$ cat config.mk
export PLATFORM = sky130hd
export DESIGN_NAME = cmp_flag_unit
export DESIGN_NICKNAME = d
export VERILOG_FILES = /design/src/rtl/cmp_pkg.sv /design/src/rtl/cmp_flag_unit_cond_eval.sv /design/src/rtl/cmp_flag_unit.sv
export SDC_FILE = /design/constraint.sdc
export NUM_CORES = 1
export LEC_CHECK = 0
export CAP_MARGIN = 20
export CORE_MARGIN = 4
export CORE_UTILIZATION = 55
export DETAILED_ROUTE_END_ITERATION = 10
export GPL_ROUTABILITY_DRIVEN = 0
export GPL_TIMING_DRIVEN = 0
export PLACE_DENSITY = 0.93
export REMOVE_ABC_BUFFERS = 1
export SKIP_LAST_GASP = 1
export SLEW_MARGIN = 10
export SYNTH_ARGS = -nofsm -noshare
export SYNTH_HDL_FRONTEND = slang
export SYNTH_SLANG_ARGS = --single-unit
export TNS_END_PERCENT = 50
$ cat constraint.sdc
create_clock -name clk -period 4.9 [get_ports clk]
set_input_delay 1.225 -clock clk [delete_from_list [all_inputs] [get_ports clk]]
set_output_delay 1.225 -clock clk [all_outputs]
set_load 0.05 [all_outputs]
$ cat src/rtl/cmp_pkg.sv
// Shared encodings for the compare/flag unit and the condition evaluator.
`default_nettype none

package cmp_pkg;

  localparam logic [1:0] MODE_CMP = 2'b00;
  localparam logic [1:0] MODE_CMN = 2'b01;
  localparam logic [1:0] MODE_TST = 2'b10;
  localparam logic [1:0] MODE_TEQ = 2'b11;

  localparam logic [3:0] COND_EQ = 4'h0;
  localparam logic [3:0] COND_NE = 4'h1;
  localparam logic [3:0] COND_CS = 4'h2;
  localparam logic [3:0] COND_CC = 4'h3;
  localparam logic [3:0] COND_MI = 4'h4;
  localparam logic [3:0] COND_PL = 4'h5;
  localparam logic [3:0] COND_VS = 4'h6;
  localparam logic [3:0] COND_VC = 4'h7;
  localparam logic [3:0] COND_HI = 4'h8;
  localparam logic [3:0] COND_LS = 4'h9;
  localparam logic [3:0] COND_GE = 4'hA;
  localparam logic [3:0] COND_LT = 4'hB;
  localparam logic [3:0] COND_GT = 4'hC;
  localparam logic [3:0] COND_LE = 4'hD;
  localparam logic [3:0] COND_AL = 4'hE;
  localparam logic [3:0] COND_NV = 4'hF;

  localparam int FLAG_N = 3;
  localparam int FLAG_Z = 2;
  localparam int FLAG_C = 1;
  localparam int FLAG_V = 0;

  // One in-flight operation: N/Z plus raw C/V, and whether C/V must be kept.
  typedef struct packed {
    logic is_logic;
    logic n;
    logic z;
    logic c;
    logic v;
  } flag_op_t;

endpackage

`default_nettype wire

$ cat src/rtl/cmp_flag_unit_cond_eval.sv
// Combinational ARM condition-code evaluation against an NZCV nibble.
`default_nettype none

module cond_eval
  import cmp_pkg::*;
(
  input  logic [3:0] cond,
  input  logic [3:0] flags,
  output logic       cond_pass
);

  logic n, z, c, v;

  assign n = flags[FLAG_N];
  assign z = flags[FLAG_Z];
  assign c = flags[FLAG_C];
  assign v = flags[FLAG_V];

  always_comb begin
    cond_pass = 1'b0;
    case (cond)
      COND_EQ: cond_pass = z;
      COND_NE: cond_pass = !z;
      COND_CS: cond_pass = c;
      COND_CC: cond_pass = !c;
      COND_MI: cond_pass = n;
      COND_PL: cond_pass = !n;
      COND_VS: cond_pass = v;
      COND_VC: cond_pass = !v;
      COND_HI: cond_pass = c && !z;
      COND_LS: cond_pass = !c || z;
      COND_GE: cond_pass = (n == v);
      COND_LT: cond_pass = (n != v);
      COND_GT: cond_pass = !z && (n == v);
      COND_LE: cond_pass = z || (n != v);
      COND_AL: cond_pass = 1'b1;
      COND_NV: cond_pass = 1'b0;
      default: cond_pass = 1'b0;
    endcase
  end

endmodule

`default_nettype wire

$ cat src/rtl/cmp_flag_unit.sv
// Pipelined CMP/CMN/TST/TEQ flag generator owning the architectural NZCV register.
`default_nettype none

module cmp_flag_unit
  import cmp_pkg::*;
#(
  parameter int WIDTH = 32,
  parameter int PIPE  = 1
) (
  input  logic             clk,
  input  logic             rst,
  input  logic             in_valid,
  input  logic [WIDTH-1:0] in1,
  input  logic [WIDTH-1:0] in2,
  input  logic [1:0]       mode,
  input  logic             flush,
  input  logic             flag_wr_en,
  input  logic [3:0]       flag_wr_data,
  output logic [3:0]       flags,
  output logic             flags_valid,
  input  logic [3:0]       cond,
  output logic             cond_pass
);

  logic [WIDTH-1:0] addend;
  logic             carry_in;
  logic [WIDTH:0]   sum;
  logic [WIDTH-1:0] logic_res;
  logic [WIDTH-1:0] result;
  flag_op_t         issue_op;

  // CMP is in1 + ~in2 + 1 so the carry out directly means "no borrow".
  always_comb begin
    addend    = (mode == MODE_CMP) ? ~in2 : in2;
    carry_in  = (mode == MODE_CMP);
    sum       = {1'b0, in1} + {1'b0, addend} + {{WIDTH{1'b0}}, carry_in};
    logic_res = (mode == MODE_TST) ? (in1 & in2) : (in1 ^ in2);
    result    = (mode == MODE_TST || mode == MODE_TEQ) ? logic_res : sum[WIDTH-1:0];

    issue_op.is_logic = (mode == MODE_TST || mode == MODE_TEQ);
    issue_op.n        = result[WIDTH-1];
    issue_op.z        = (result == '0);
    issue_op.c        = sum[WIDTH];
    issue_op.v        = (in1[WIDTH-1] == addend[WIDTH-1]) &&
                        (sum[WIDTH-1] != in1[WIDTH-1]);
  end

  logic     stage_valid;
  flag_op_t stage_op;
  logic     commit_valid;

  generate
    if (PIPE == 2) begin : g_pipe2
      logic     s1_valid;
      flag_op_t s1_op;

      always_ff @(posedge clk or posedge rst) begin
        if (rst) begin
          s1_valid <= 1'b0;
          s1_op    <= '0;
        end else begin
          s1_valid <= in_valid;
          if (in_valid) begin
            s1_op <= issue_op;
          end
        end
      end

      assign stage_valid = s1_valid;
      assign stage_op    = s1_op;
    end else begin : g_pipe1
      assign stage_valid = in_valid;
      assign stage_op    = issue_op;
    end
  endgenerate

  // With a single stage nothing is ever in flight, so flush cannot kill anything.
  assign commit_valid = stage_valid && !(flush && (PIPE == 2));

  // TST/TEQ read C/V from the register at commit, which already holds the
  // result of any op that committed on the preceding edge.
  logic [3:0] next_flags;

  always_comb begin
    next_flags         = flags;
    next_flags[FLAG_N] = stage_op.n;
    next_flags[FLAG_Z] = stage_op.z;
    next_flags[FLAG_C] = stage_op.is_logic ? flags[FLAG_C] : stage_op.c;
    next_flags[FLAG_V] = stage_op.is_logic ? flags[FLAG_V] : stage_op.v;
  end

  always_ff @(posedge clk or posedge rst) begin
    if (rst) begin
      flags       <= 4'b0000;
      flags_valid <= 1'b0;
    end else if (flag_wr_en) begin
      flags       <= flag_wr_data;
      flags_valid <= 1'b0;
    end else if (commit_valid) begin
      flags       <= next_flags;
      flags_valid <= 1'b1;
    end else begin
      flags_valid <= 1'b0;
    end
  end

  cond_eval u_cond_eval (
    .cond      (cond),
    .flags     (flags),
    .cond_pass (cond_pass)
  );

endmodule

`default_nettype wire

After elaboration in Yosys (flattened, before gate mapping)
Cells that the tools add are included.
{ "totals": {"mem_count": 0, "inputBits": 79, "output_inout_bits": 6, "romBits": 0, "register_bits": 5, "ramBits": 0, "latch_bits": 0, "word_cells": 55} }
{ "op_classes": {"reduce_logical": 15, "n_lt_le_gt_ge": 0, "multipliers": 0, "bitwise_logic": 3, "mux": 10, "div": 0, "shifts": 0, "eq_ne": 22, "addsub": 2} }
{ "op_table": {"columns": ["operator", "count"], "rows": [
  ["$mux 32", 3],
  ["$add 32x32->33", 1],
  ["$add 33x1->33", 1],
  ["$and 32x32->32", 1],
  ["$eq 4x4->1 const B", 8],
  ["$logic_not 32->1", 1],
  ["$not 32->32", 1],
  ["$xor 32x32->32", 1],
  ["$eq 4x3->1 const B", 4],
  ["$pmux 1 s16", 1],
  ["$eq 4x2->1 const B", 2],
  ["$mux 4", 2],
  ["$eq 2x2->1 const B", 2],
  ["$eq 4x1->1 const B", 1],
  ["$logic_not 1->1", 4],
  ["$logic_not 4->1", 1],
  ["$mux 1", 4],
  ["$logic_and 1x1->1", 3],
  ["$logic_or 1x1->1", 3],
  ["$eq 1x1->1", 2],
  ["$logic_not 2->1", 1],
  ["$ne 1x1->1", 2],
  ["$ne 2x2->1 const B", 1],
  ["$reduce_and 2->1", 1],
  ["$reduce_bool 2->1", 1]
]} }

Depth between registers and ports, before layout
{ "depth": {"ltp_word": 9, "ltp_mapped": 15, "ltp_nobuf": 13} }

Cells and area by module
From an unflattened synthesis, not the netlist that was laid out.
{ "unflattened": {"cells_unflattened": 433, "hier_area_um2": 3284.4} }
{ "modules_own_cells": {"columns": ["module", "instances", "cells_per_inst", "area_per_inst_um2"], "rows": [
  ["cmp_flag_unit", 1, 410, 3129.3],
  ["cond_eval", 1, 23, 155.1]
]} }

Worst setup path before layout
OpenSTA, ideal clock, no wires.
{ "synth_path": {"path_kind": "input to register", "from": "input port mode[1]", "to": "register flags[2]", "arrival_time_ns": 4.397, "slack_ns": 0.437, "stages": 14, "setup_ns": 0.066, "cell_sequence": "or2_1 > buf_2 > buf_1 > xnor2_1 > ha_1 > nand4_1 > nor4_2 > a211oi_4 > a2111oi_4 > o31a_2 > mux2_1 > nor2_1 > a41o_1 > o311a_1"} }
{ "synth_via": {"elab_chain_cells": 8, "elab_cells_between_ends": 12} }
{ "synth_lines": {"columns": ["item", "line", "source"], "rows": [
  ["start: declaration", "cmp_flag_unit.sv:15", "input logic [1:0] mode,"],
  ["$logic_not 2->1", "cmp_flag_unit.sv:34, cmp_flag_unit.sv:35", null],
  ["$mux 32", "cmp_flag_unit.sv:34", "addend = (mode == MODE_CMP) ? ~in2 : in2;"],
  ["$add 32x32->33", "cmp_flag_unit.sv:36", "sum = {1'b0, in1} + {1'b0, addend} + {{WIDTH{1'b0}}, carry_in};"],
  ["$add 33x1->33", "cmp_flag_unit.sv:36", null],
  ["$mux 32 (*)", "cmp_flag_unit.sv:38", "result = (mode == MODE_TST || mode == MODE_TEQ) ? logic_res : sum[WIDTH-1:0];"],
  ["$logic_not 32->1 (*)", "cmp_flag_unit.sv:42", "issue_op.z = (result == '0);"],
  ["$mux 4 (*)", "cmp_flag_unit.sv:99", "end else if (commit_valid) begin"],
  ["$mux 4 (*)", "cmp_flag_unit.sv:96", "end else if (flag_wr_en) begin"],
  ["end signal: assignment", "cmp_flag_unit.sv:97", "flags <= flag_wr_data;"],
  ["end signal: assignment", "cmp_flag_unit.sv:100", "flags <= next_flags;"],
  ["end: declaration", "cmp_flag_unit.sv:19", "output logic [3:0] flags,"]
]} }
Mark *: on every way between the ends. The rest lies on a longest branch, timed or not. The select of a mux whose other input is x is not followed.
A chain may end at the register's enable or synchronous reset.

Final worst setup path
{ "layout_path": {"from": "input port mode[0]", "to": "register flags[2]"} }
The elaborated chain is that of the path after synthesis.

==> impl_metrics.toml <==
[cells_and_area]
regArea_um2 = 125.1
num_antenna_cells = 0
fillers = 407
drive_gt1_frac = 0.05068
multi_input_area_mm2 = 0.003089
design_area_mm2 = 0.004263
area_growth_pct = 29.54
final_nets = 666

[floorplan]
core-area_mm2 = 0.005642
die_w_um = 85.35
start_util = 0.5833
rows = 27
die_y_um = 85.35
io_pins = 85
fp.dieArea_mm2 = 0.007285

[timing]
finalCritPeriodShare = 0.9535
max_slew_margin = 0.5881
finalSetupViolCount = 0
skew_ns = 0
tightest_slew_ns = 0.6114
slew_viol_final = 0
hold_ws_ns = 0.6651
rsz0062_at_grt = "no"
max_freq_mhz = 214.0
period_needed_ns = 4.672
hold_violations = 0

[clock_tree]
cts_buffers = 3
cts_num_sinks = 5
hold_buffers = 0
cts_root_buffer = "clkbuf_8"
h-tree-depth = 1
insertion_delay_ns = 0.23
cts_tree = "built"
clk_pin_slew_worst_paths_ns = 0.04
ctsLongestPathBuffers = 2

[logic_synthesis]
ys_async_sr_fraction = 1.000
synth_edf_count = 0
yosys_warnings = 0
syn_inst = 440
post-synth-top-area-cell = "ha_1"
synth_cell_types = 58
avgSynthCellArea_um2 = 7.479
yosysMostFrequentCell = "ha_1"
synth_top_cells_by_count = "ha_1, nand2_1, a21oi_1"
synth_top_cell_area_share = 0.2738
ys_seq_area_frac = 0.03802
synth-seq-cells = 5
synth_area_mm2 = 0.003291
synth_area_leaders = "ha_1, xnor2_1, a21oi_1"
ys.flop_type = "dfrtp_1"

[drt]
highest-signal-layer = "met4"
dr_wl_met3_um = 923
dr.pass1.iters = 5
wl_met1_um = 4159
post-route-drc-count = 0
viasPerCell = 6.333
drt_wl_total_um = 9725
vias = 3705
drtIter0Drc = 329
avgRoutedWirePerCell_um = 16.62
ant_nets = 0
wl_met2_um = 4425

[worst_setup_path]
path_cells = "clkdlybuf4s15_2 > or2_4 > buf_12 > xnor2_1 > inv_1 > fa_1 > nand3b_1 > a211oi_4 > o31ai_1 > a22oi_2 > a221o_1 > a41oi_2 > xor2_1 > a41o_1 > o311a_1"
worst-setup-path-type = "in -> reg"
slowest_stage = "fa_1"
crit_path_end_kind = "flip-flop"
crit_required_ns = 5.06
cp-start-kind = "input pin"
cp_max_fo = 21
r2r_cells = 5
slowest_delay_ns = 0.42
worstPathArrival_ns = 4.83

[placed_design]
post-dp-hpwl_um = 7967
port_buffers = 83
place_area_mm2 = 0.004163

[run]
drv_cap = 0

[worst_hold_path]
min_path_type = "reg -> reg"
worstHoldPathCells = 2

[pwr]
ir_worst_vdd_mv = 0.1683
power_w = 0.0007494
p_leak_nw = 1.787
cellPowerDensity_mw_per_mm2 = 175.8

[global_routing]
grt_usage = 0.2567
grt_pass1_vias = 3559
gr-total-overflow = 0
grt_first_pass_wirelength_um = 15840
grt_start_max_net_pins = 22
antenna_found_initial = 0

[outcome]
status = "finished clean"
## final cells by class
cell class	count	share of cell area
clock buffers	4	0.01057
inverters	13	0.01145
multi-input cells	405	0.7247
flip-flops and latches	5	0.02935
well taps	72	0.02113
repair buffers	86	0.2028
## cells by family after synthesis
family,synth area share
xor+xnor,0.1570
buf+inv,0.03574
compound gates,0.2742
simple gates,0.1992
mux,0.01597
flops,0.03802
fa+ha+maj,0.2798
## power by group
| group | total, W | switching (W) | internal (W) | leakage (nW) |
|---|---|---|---|---|
| Combinational | 0.000621 | 0.000350 | 0.000271 | 1.70 |
| Clock | 0.0000791 | 0.0000230 | 0.0000561 | 0.0228 |
| Sequential | 0.0000494 | 0.00000432 | 0.0000450 | 0.0631 |
| Total | 0.000749 | 0.000377 | 0.000373 | 1.79 |
## per-stage QoR
stage | TNS, ns | setup WS [ns] | util | std cells
final | 0 | 0.2280 | 0.7556 | 585
after CTS | -0.005336 | -0.005336 | 0.7494 | 583
after global routing | 0 | 0.09400 | 0.7556 | 585
after global placement | -5.590 | -1.550 | 0.7343 | 578
after floorplan | -0.003022 | -0.003022 | - | 423
after detailed placement | -2.665 | -0.8657 | 0.7379 | 579
## critical path: cells and delay by family
kind                       cells  cell delay, ns
adders and majority gates      1            0.42
buffers and inverters          3            0.58
AOI/OAI and AO/OA              7            1.57
and+or+nand+nor                2            0.59
xor gates and xnor gates       2            0.42
## path summary, 6_finish.rpt
check                                    to  startpoint  slack [ns]
worst max-delay path               flags[2]     mode[0]        0.23
worst min-delay path               flags[1]    flags[1]        0.67
worst max register to register     flags[2]    flags[2]        3.49
worst min register to register     flags[1]    flags[1]        0.67
max in group asynchronous          flags[0]         rst        3.53
min in group asynchronous       flags_valid         rst        1.20
## sequential cells by signal (all words and copies together), names as in the netlist
name,count
flags_valid,1
flags,4
## cell usage in the layout (no fill, tap or decap), types with 4 or more instances in the layout
cell type        synthesis  routed
nor2_1                  31      31
nand4_1                 10      10
xnor2_1                 44      44
a31oi_1                  5       5
o21ai_0                 22      22
nand3_1                  7       7
inv_1                   13      13
ha_1                    72      72
xor2_1                  15      15
a21oi_1                 46      44
nor4_1                  15      15
nor3b_1                  5       4
o22ai_1                  4       4
nor3_1                   8       8
dfrtp_1                  5       5
o211ai_1                 5       5
o31ai_1                  7       7
nand2b_1                 6       6
a21o_1                   7       7
nand2_1                 47      47
o21a_1                   6       6
clkdlybuf4s50_1          0      80
## repair_timing
item	in CTS	in global routing
resized for setup	8	7
setup endpoints to repair	5	4
pin swaps	0	2
setup buffers	0	2
gates cloned	0	0
## layer usage
layer / track usage / up-vias
met5: 0 / -
met4: 0.06475 / 0
met3: 0.04951 / 30
met2: 0.4364 / 218
met1: 0.3307 / 1660
li1: - / 1797
Note: power is estimated with default switching activity, not from simulation.
